**config.mk**
```make
export PLATFORM = sky130hd
export DESIGN_NAME = key_sw_responder_flat
export DESIGN_NICKNAME = d
export VERILOG_FILES = /design/src/rtl/key_sw_responder_pkg.sv /design/src/rtl/key_sw_responder_if.sv /design/src/rtl/key_sw_responder_debounce_bit.sv /design/src/rtl/key_sw_responder.sv /design/src/flat_wrapper.sv
export SDC_FILE = /design/constraint.sdc
export NUM_CORES = 1
export LEC_CHECK = 0
export BUFFER_PORTS_ARGS = -buffer_cell sky130_fd_sc_hd__buf_2
export CORE_ASPECT_RATIO = 1.1
export CORE_UTILIZATION = 35
export DETAILED_ROUTE_END_ITERATION = 12
export GPL_TIMING_DRIVEN = 0
export SLEW_MARGIN = 20
export SYNTH_ARGS = -nofsm -noshare
export SYNTH_HDL_FRONTEND = slang
export SYNTH_SLANG_ARGS = --single-unit
```
**constraint.sdc**
```tcl
create_clock -name clk -period 5.8 [get_ports clk]
set_clock_uncertainty 0.05 [all_clocks]
set_input_delay 1.74 -clock clk [delete_from_list [all_inputs] [get_ports clk]]
set_output_delay 1.74 -clock clk [all_outputs]
set_load 0.01 [all_outputs]
```
**src/rtl/key_sw_responder_pkg.sv**
```systemverilog
// Shared definitions for the KEY/SW bus responder: register offsets, control-word
// bit positions and the status-register update rule used by both devices.
package key_sw_responder_pkg;

    localparam logic [31:0] DATA_OFS = 32'h0;
    localparam logic [31:0] CTRL_OFS = 32'h4;

    localparam int READY_BIT = 0;
    localparam int OVR_BIT   = 2;
    localparam int IE_BIT    = 4;

    typedef enum logic [2:0] {
        SEL_NONE,
        SEL_KDATA,
        SEL_KCTRL,
        SEL_SDATA,
        SEL_SCTRL
    } sel_e;

    typedef struct packed {
        logic ie;
        logic ovr;
        logic ready;
    } ctrl_t;

    function automatic logic [31:0] ctrl_word(input ctrl_t c);
        logic [31:0] w;
        w            = '0;
        w[READY_BIT] = c.ready;
        w[OVR_BIT]   = c.ovr;
        w[IE_BIT]    = c.ie;
        return w;
    endfunction

    // A new event always wins over a same-cycle read-clear, and only counts as an
    // overrun when the previous event is still unacknowledged.
    function automatic ctrl_t next_ctrl(input ctrl_t cur, input logic evt, input logic clr,
                                        input logic wr, input logic ie_in, input logic ovr_keep);
        ctrl_t n;
        n = cur;
        if (wr) begin
            n.ie = ie_in;
            if (!ovr_keep) n.ovr = 1'b0;
        end
        if (clr) n.ready = 1'b0;
        if (evt) begin
            if (cur.ready && !clr) n.ovr = 1'b1;
            n.ready = 1'b1;
        end
        return n;
    endfunction

endpackage

```
**src/rtl/key_sw_responder_if.sv**
```systemverilog
// CPU data-bus (M stage) view of the KEY/SW responder.
interface key_sw_responder_if;
    logic [31:0] abus;
    logic        we;
    logic        re;
    logic [31:0] wdata;
    logic [31:0] rdata;
    logic        hit;

    modport master (output abus, we, re, wdata, input rdata, hit);
    modport slave  (input abus, we, re, wdata, output rdata, hit);
endinterface

```
**src/rtl/key_sw_responder_debounce_bit.sv**
```systemverilog
// One input bit: 2-FF synchronizer followed by a stability counter that only lets the
// debounced value follow the synchronized input after DEBOUNCE_CYCLES agreeing edges.
module debounce_bit #(
    parameter logic IDLE            = 1'b0,
    parameter int   DEBOUNCE_CYCLES = 500000,
    parameter int   CNTBITS         = 20
) (
    input  logic clk,
    input  logic RESET_N,
    input  logic raw,
    output logic deb
);

    localparam logic [CNTBITS-1:0] CNT_LAST = CNTBITS'(DEBOUNCE_CYCLES - 1);

    logic               sync1_q, sync2_q;
    logic               deb_q, deb_d;
    logic [CNTBITS-1:0] cnt_q, cnt_d;

    always_comb begin
        deb_d = deb_q;
        cnt_d = '0;
        if (sync2_q != deb_q) begin
            if (cnt_q == CNT_LAST) deb_d = sync2_q;
            else                   cnt_d = cnt_q + 1'b1;
        end
    end

    always_ff @(posedge clk or negedge RESET_N) begin
        if (!RESET_N) begin
            sync1_q <= IDLE;
            sync2_q <= IDLE;
            deb_q   <= IDLE;
            cnt_q   <= '0;
        end else begin
            sync1_q <= raw;
            sync2_q <= sync1_q;
            deb_q   <= deb_d;
            cnt_q   <= cnt_d;
        end
    end

    assign deb = deb_q;

endmodule

```
**src/rtl/key_sw_responder.sv**
```systemverilog
// Memory-mapped KEY/SW responder: debounced data registers, sticky Ready/Overrun
// status with interrupt enables, and a combinational read mux for the M-stage bus.
module key_sw_responder
    import key_sw_responder_pkg::*;
#(
    parameter logic [31:0] ADDRKEY         = 32'hFFFFF080,
    parameter logic [31:0] ADDRSW          = 32'hFFFFF090,
    parameter int          DEBOUNCE_CYCLES = 500000,
    parameter int          CNTBITS         = 20
) (
    input  logic                clk,
    input  logic                RESET_N,
    key_sw_responder_if.slave   bus,
    input  logic [3:0]          KEY,
    input  logic [9:0]          SW,
    output logic                irq_key,
    output logic                irq_sw
);

    logic [3:0] key_deb, key_prs;
    logic [9:0] sw_deb;

    for (genvar i = 0; i < 4; i++) begin : g_key
        debounce_bit #(.IDLE(1'b1), .DEBOUNCE_CYCLES(DEBOUNCE_CYCLES), .CNTBITS(CNTBITS)) u_db (
            .clk(clk), .RESET_N(RESET_N), .raw(KEY[i]), .deb(key_deb[i])
        );
    end

    for (genvar i = 0; i < 10; i++) begin : g_sw
        debounce_bit #(.IDLE(1'b0), .DEBOUNCE_CYCLES(DEBOUNCE_CYCLES), .CNTBITS(CNTBITS)) u_db (
            .clk(clk), .RESET_N(RESET_N), .raw(SW[i]), .deb(sw_deb[i])
        );
    end

    // Keys are active-low on the board; everything past this point is "1 = pressed".
    assign key_prs = ~key_deb;

    logic [3:0] key_prs_q, key_prs_d;
    logic [9:0] sw_prev_q, sw_prev_d;
    ctrl_t      kctrl_q, kctrl_d;
    ctrl_t      sctrl_q, sctrl_d;
    sel_e       sel;
    logic       key_evt, sw_evt;
    logic       kclr, sclr, kwr, swr;
    logic       unused_wdata;

    always_comb begin
        sel = SEL_NONE;
        if      (bus.abus == ADDRKEY + DATA_OFS) sel = SEL_KDATA;
        else if (bus.abus == ADDRKEY + CTRL_OFS) sel = SEL_KCTRL;
        else if (bus.abus == ADDRSW  + DATA_OFS) sel = SEL_SDATA;
        else if (bus.abus == ADDRSW  + CTRL_OFS) sel = SEL_SCTRL;
    end

    always_comb begin
        bus.rdata = '0;
        case (sel)
            SEL_KDATA: bus.rdata = {28'b0, key_prs};
            SEL_KCTRL: bus.rdata = ctrl_word(kctrl_q);
            SEL_SDATA: bus.rdata = {22'b0, sw_deb};
            SEL_SCTRL: bus.rdata = ctrl_word(sctrl_q);
            default:   bus.rdata = '0;
        endcase
    end

    assign bus.hit = (sel != SEL_NONE);

    assign key_evt = |(key_prs & ~key_prs_q);
    assign sw_evt  = |(sw_deb ^ sw_prev_q);

    assign kclr = bus.re && (sel == SEL_KDATA);
    assign sclr = bus.re && (sel == SEL_SDATA);
    assign kwr  = bus.we && (sel == SEL_KCTRL);
    assign swr  = bus.we && (sel == SEL_SCTRL);

    assign unused_wdata = ^{bus.wdata[31:5], bus.wdata[3], bus.wdata[1:0]};

    always_comb begin
        key_prs_d = key_prs;
        sw_prev_d = sw_deb;
        kctrl_d   = next_ctrl(kctrl_q, key_evt, kclr, kwr, bus.wdata[IE_BIT], bus.wdata[OVR_BIT]);
        sctrl_d   = next_ctrl(sctrl_q, sw_evt,  sclr, swr, bus.wdata[IE_BIT], bus.wdata[OVR_BIT]);
    end

    always_ff @(posedge clk or negedge RESET_N) begin
        if (!RESET_N) begin
            key_prs_q <= '0;
            sw_prev_q <= '0;
            kctrl_q   <= '0;
            sctrl_q   <= '0;
        end else begin
            key_prs_q <= key_prs_d;
            sw_prev_q <= sw_prev_d;
            kctrl_q   <= kctrl_d;
            sctrl_q   <= sctrl_d;
        end
    end

    assign irq_key = kctrl_q.ie & kctrl_q.ready;
    assign irq_sw  = sctrl_q.ie & sctrl_q.ready;

endmodule

```
**src/flat_wrapper.sv**
```systemverilog
// flat-port wrapper written by rule: the top's interface ports become plain ports
module key_sw_responder_flat import key_sw_responder_pkg::*;
#(
    parameter logic [31:0] ADDRKEY         = 32'hFFFFF080,
    parameter logic [31:0] ADDRSW          = 32'hFFFFF090,
    parameter int          DEBOUNCE_CYCLES = 500000,
    parameter int          CNTBITS         = 20
)
  (clk, RESET_N, KEY, SW, irq_key, irq_sw, bus_abus, bus_we, bus_re, bus_wdata, bus_rdata, bus_hit);
  key_sw_responder_if bus_i ();
  input  logic clk;
  input  logic RESET_N;
  input  logic [3:0] KEY;
  input  logic [9:0] SW;
  output logic irq_key;
  output logic irq_sw;
  input wire logic [$bits(bus_i.abus)-1:0] bus_abus;
  input wire logic [$bits(bus_i.we)-1:0] bus_we;
  input wire logic [$bits(bus_i.re)-1:0] bus_re;
  input wire logic [$bits(bus_i.wdata)-1:0] bus_wdata;
  output wire logic [$bits(bus_i.rdata)-1:0] bus_rdata;
  output wire logic [$bits(bus_i.hit)-1:0] bus_hit;
  assign bus_i.abus = bus_abus;
  assign bus_i.we = bus_we;
  assign bus_i.re = bus_re;
  assign bus_i.wdata = bus_wdata;
  assign bus_rdata = bus_i.rdata;
  assign bus_hit = bus_i.hit;
  key_sw_responder #(.ADDRKEY(ADDRKEY), .ADDRSW(ADDRSW), .DEBOUNCE_CYCLES(DEBOUNCE_CYCLES), .CNTBITS(CNTBITS)) u_core (.clk(clk), .RESET_N(RESET_N), .bus(bus_i), .KEY(KEY), .SW(SW), .irq_key(irq_key), .irq_sw(irq_sw));
endmodule
```
### Word-level counts from Yosys, hierarchy flattened

Index checks and enable logic that the tools add are counted.

| storage, ports and cells | value |
|---|---|
| register bits after elaboration | 342 |
| input port bits | 82 |
| output and inout port bits | 35 |
| word-level logic and storage cells | 190 |

| operators by class | value |
|---|---|
| add/sub/neg operators | 14 |
| equality and inequality tests | 36 |
| multiplexer cells | 43 |
| bitwise logic cells | 6 |
| reductions and logical operators | 27 |

Operators by type and width:

| operator | count |
|---|---|
| 20-bit 2-to-1 mux | 28 |
| 20-bit by 1-bit adder with 20-bit output (second input constant) | 14 |
| 20-bit by 19-bit equality test with 1-bit output (second input constant) | 14 |
| 32-bit equality test (second input constant) | 4 |
| 10-bit case mux with 4 select lines | 1 |
| 2-bit AND reduction | 14 |
| 1-bit inequality test | 14 |
| 3-bit 2-to-1 mux | 4 |
| 10-bit OR reduction | 1 |
| 10-bit bitwise XOR | 1 |
| 1-bit 2-to-1 mux | 8 |
| 4-bit NOT | 2 |
| 3-bit by 2-bit equality test with 1-bit output (second input constant) | 2 |
| 1-bit logical AND | 6 |
| 4-bit bitwise AND | 1 |
| 2-bit 2-to-1 mux | 2 |
| 2-bit nonzero test | 2 |
| 4-bit OR reduction | 1 |
| 3-bit by 1-bit equality test with 1-bit output (second input constant) | 1 |
| 3-bit equality test (second input constant) | 1 |
| 3-bit nonzero test | 1 |
| 1-bit bitwise AND | 2 |
| 1-bit logical NOT | 2 |

### Depth between registers and ports, before layout

| logic depth | value |
|---|---|
| depth after elaboration | 11 |
| gate-level depth with buffers | 7 |
| depth with buffers taken out | 5 |

### Hierarchy

A second synthesis with hierarchy kept.

| second synthesis, totals | value |
|---|---|
| cell total of the unflattened synthesis | 1642 |
| area, all modules | 17204.0 um2 |

Modules (own cells, without submodules):

| module | times used | cells an instance | area each (um2) | sequential area each (um2) |
|---|---|---|---|---|
| debounce_bit (u_core.g_sw[0].u_db ...) | 9 | 109 | 1141.1 | 575.6 |
| debounce_bit (u_core.g_key[0].u_db ...) | 4 | 109 | 1144.8 | 579.3 |
| key_sw_responder | 1 | 114 | 1206.2 | 500.5 |
| debounce_bit (u_core.g_sw[2].u_db) | 1 | 111 | 1148.6 | 575.6 |

### Least setup slack after synthesis

OpenSTA, ideal clock, no wires.

| timing | value |
|---|---|
| kind | in2out |
| start | input port bus_abus[9] |
| end | output port bus_rdata[5] |
| data arrival time | 3.128 ns |
| data required time | 4.010 ns |
| path slack | 0.882 ns |
| cell stages on the path | 5 |
| path through | nand4b_1 > or4_1 > clkbuf_1 > nor2_1 > and3_1 |

| on the way | value |
|---|---|
| longest elaborated chain between the ends | 7 |
| elaborated cells on any way between the ends | 13 |
| classes of those cells | 8 x eq/ne; 5 x mux |

Ends and longest elaborated chain:

| item | line | source |
|---|---|---|
| start: declaration | flat_wrapper.sv:17 | `input wire logic [$bits(bus_i.abus)-1:0] bus_abus;` |
| 32-bit equality test | key_sw_responder.sv:52 | `else if (bus.abus == ADDRSW + CTRL_OFS) sel = SEL_SCTRL;` |
| 3-bit 2-to-1 mux | key_sw_responder.sv:52 |  |
| 3-bit 2-to-1 mux | key_sw_responder.sv:51 | `else if (bus.abus == ADDRSW + DATA_OFS) sel = SEL_SDATA;` |
| 3-bit 2-to-1 mux | key_sw_responder.sv:50 | `else if (bus.abus == ADDRKEY + CTRL_OFS) sel = SEL_KCTRL;` |
| 3-bit 2-to-1 mux * | key_sw_responder.sv:49 | `if (bus.abus == ADDRKEY + DATA_OFS) sel = SEL_KDATA;` |
| 3-bit equality test (tied with other cells) | key_sw_responder.sv:57 | `case (sel)` |
| 10-bit case mux with 4 select lines * | key_sw_responder.sv:57 |  |
| end: declaration | flat_wrapper.sv:21 | `output wire logic [$bits(bus_i.rdata)-1:0] bus_rdata;` |

Mark *: on every way between the ends. The rest lies on a longest branch, timed or not.

### Worst setup path in the final report

| timing | value |
|---|---|
| start | input port bus_abus[0] |
| end | output port bus_rdata[9] |

The elaborated chain is that of the path after synthesis.

==> metrics.md <==
| Metric | Value |
|---|---|
| Outcome | `finished clean` |
| Max Cap Violations | `0` |
| Critical path class | `primary input to output port` |
| Layout area overhead | `15.1%` |
| Yosys warns | `0` |
| Root Driver | `clkbuf_16` |
| Final-report setup violation count | `0` |
| Max frequency | `182 MHz` |
| Total power draw | `between 5 and 6 mW` |
| Most frequent cells in the layout | `dfrtp_1, nor2_1, xnor2_1` |
| Worst path most repeated cell | `buf_2` |
| Min-Delay Path Class | `flip-flop to flip-flop` |
| Non-filler cells in the finished layout | `2,381` |
| CP startpoint kind | `primary input` |
| Drt drc | `0` |
| Via count | `around 12,000` |
| NumNets Final | `1,855` |
| Reg2Reg Depth | `7` |
| CTS tree | `built` |
| Cts bufs inserted | `39` |
| R2R setup slack | `3.39 ns` |
| Design area | `19,000 um^2` |
| Vias per Instance | `5.15` |
| GRT Resource Usage Total | `14.0%` |
| Post-route ant nets | `0` |
| DR WL/cell | `around 14 um` |
| Asr flop ratio synth | `between 90% and 100%` |
| Htree depth | `2` |
| DRT Pass-1 Iters | `5` |
| Sequential Area | `8570 um^2` |
| Placer congestion estimate | `approximately 0.82` |
| Layout cells sized above 1 | `a little under an eighth` |
| First-pass GRT wire length | `56,700 um` |
| Rows | `83` |
| Worst Path Required | `about 4 ns` |
| Post-Synthesis Cell Area | `16,500 um^2` |
| Tmin final | `5.50 ns` |
| Register bit count reported by yosys | `between 300 and 400` |
| Critical Path Source | `bus_abus[0]` |
| Total clock sinks | `between 300 and 400` |
| Fill cells | `4,556` |
| Worst skew pair latency | `roughly 0.54 ns` |
| Static leakage | `7.65 nW` |
| RSZ-0062 raised after global routing | `false` |
| Ant diodes | `0` |
| Top_reg_cell synth | `dfrtp_1` |
| Vias in the first global route | `12,100` |
| Clock transition at path regs | `about 0.06 ns` |
| Post-synth EDFFs | `0` |
| Antenna violations before repair | `0` |
| Max_slew headroom | `a little under half` |
| RR Startpoint | `u_core.g_sw[0].u_db.cnt_q[0]` |
| TNS Setup | `0 ns` |
| Initial Util | `35.4%` |
| Post-DP Area | `17,700 um^2` |
| Final Cycle Share | `94.8%` |
| Total wire length | `32,900 um` |
| Seq/Total Area, Yosys | `52.0%` |
| Final Util | `40.8%` |
| Worst setup EP type | `output port` |
| Largest net degree at the start of global routing | `just over 90` |
| Final Hold Fails | `0` |
| Area occupied by multi-input gates | `about 7500 um^2` |
| Port bufs | `64` |
| CTS Buffer Depth | `3` |
| Critical Path Sink | `bus_rdata[9]` |
| CP peak stage delay | `0.54 ns` |
| Cell breakdown of the critical path | `buf_2 > nor4bb_1 > nand4_1 > nor2_2 > and3_1 > buf_2` |
| Critical path peak fanout | `10` |
| HPWL Detailed | `22,600 um` |
| Synth cell types | `49` |
| Worst R2R End | `u_core.g_sw[0].u_db.cnt_q[9]` |
| Worst Path Arrival | `3.71 ns` |
| Core area | `46,500 um^2` |
| DIE WIDTH | `209 um` |
| Synthesized instance count | `roughly 1,600` |
| Die area | `47,900 um^2` |
| Placed cells | `2,313` |
| Die Height | `230 um` |
| Worst Tran Pin Value | `~0.8 ns` |
| PwrDens | `around 270 nW/um^2` |
| Slowest CP cell | `nor2_2` |
| Maximum vdd drop | `168 uV` |
| Grt ovf | `0` |
| Most common cell after layout, fill and taps aside | `dfrtp_1` |
| DRT iter0 DRCs | `between 600 and 700` |
| Top Ports | `117` |
| Slew Limit Fails | `0` |
| Avg Inst Size Synth | `between 10 and 15 um^2` |
==> through the flow <==
stage	worst slack, ns	hold WS, ns
floorplan	0.882	0.281
global placement	-3.74	0.284
detailed placement	0.143	0.288
CTS	0.134	0.301
global route	0.211	0.305
finish	0.300	0.298
==> layer usage <==
layer  track usage (%)  up-vias  part of all wire [%]
met1              18.4     5975                    48
met4              4.76        0                   2.2
met5                 0        -                     0
met2              23.2      169                    46
met3              2.37       44                   3.5
li1                  -     6078                     -
==> power breakdown <==
| part | switching, mW | internal [mW] |
|---|---|---|
| registers | 0.0313 | 2.42 |
| clock network | 0.962 | 1.45 |
| logic | 0.124 | 0.0638 |
==> Yosys cell counts (6+ instances only) <==
master | instances | area [um^2]
buf_4 | 23 | 173
or4_1 | 49 | 368
xnor2_1 | 113 | 990
o31ai_1 | 42 | 315
o21ai_1 | 6 | 30.0
dfstp_2 | 12 | 315
nand4_1 | 84 | 526
nand2_1 | 98 | 368
and3_1 | 14 | 87.6
ha_1 | 14 | 175
buf_2 | 8 | 40.0
xor2_1 | 85 | 744
nand4b_1 | 8 | 70.1
nor2_1 | 222 | 833
mux2_2 | 17 | 191
nor4_1 | 48 | 300
dfrtp_1 | 330 | 8260
o21ai_0 | 38 | 190
and2_1 | 23 | 144
nand3_1 | 89 | 445
nor4b_1 | 16 | 140
inv_1 | 39 | 146
nor3_1 | 34 | 170
or3_1 | 43 | 269
nor4bb_1 | 6 | 60.1
clkbuf_1 | 29 | 109
a21oi_1 | 79 | 395
and4_1 | 27 | 236
==> flip-flops by register name (all words and copies together), names as in the netlist <==
signal,count
u_core.g_sw.u_db.sync2_q,10
u_core.g_key.u_db.sync1_q,4
u_core.g_key.u_db.deb,4
u_core.kctrl_q,3
u_core.g_sw.u_db.sync1_q,10
u_core.g_sw.u_db.deb,10
u_core.g_sw.u_db.cnt_q,200
u_core.key_prs_q,4
u_core.g_key.u_db.sync2_q,4
u_core.g_key.u_db.cnt_q,80
u_core.sw_prev_q,10
u_core.sctrl_q,3
==> worst min-delay path by stage <==
stage	slack, ns	start	end	cells after the start
final	0.30	u_core.g_sw[9].u_db.sync1_q	u_core.g_sw[9].u_db.sync2_q	0
after global routing	0.30	u_core.g_sw[7].u_db.sync1_q	u_core.g_sw[7].u_db.sync2_q	0
after CTS	0.30	u_core.g_sw[9].u_db.sync1_q	u_core.g_sw[9].u_db.sync2_q	0
after detailed placement	0.29	u_core.g_sw[9].u_db.sync1_q	u_core.g_sw[9].u_db.sync2_q	0
after global placement	0.28	u_core.g_sw[9].u_db.sync1_q	u_core.g_sw[9].u_db.sync2_q	0
after floorplan	0.28	u_core.g_sw[0].u_db.sync1_q	u_core.g_sw[0].u_db.sync2_q	0
==> cell type report <==
class | count | area share, %
Tap cell | 595 | 3.93
Clock inverter | 12 | 0.779
Timing Repair Buffer | 67 | 2.18
Multi-Input combinational cell | 1209 | 39.6
Clock buffer | 56 | 5.80
Inverter | 39 | 0.772
Sequential cell | 342 | 45.2
Buffer | 61 | 1.72
==> worst max-delay path, delay by kind of cell <==
kind | cells | cell delay (ns)
AND/OR/NAND/NOR | 4 | 1.70
buffers and inverters | 2 | 0.28
==> kinds of logic (layout without fill, tap and decap cells) <==
group	after synthesis	count (layout)	synth area share, %
AND/OR/NAND/NOR	775	775	25.1
flip-flops	342	342	52.0
XOR/XNOR	198	198	10.5
AO/OA/AOI/OAI	181	181	6.95
buffers and inverters	100	235	2.86
multiplexers	19	19	1.44
adder cells (fa/ha/maj)	14	14	1.06
other	1	22	0.0228
==> timing repair <==
item                                    4_1_cts  5_1_grt
hold buffers                                  0        0
setup buffers                                 0        0
resized for setup                             0        1
endpoints found under the setup margin        0        1
(Power assumes the default switching activity.)
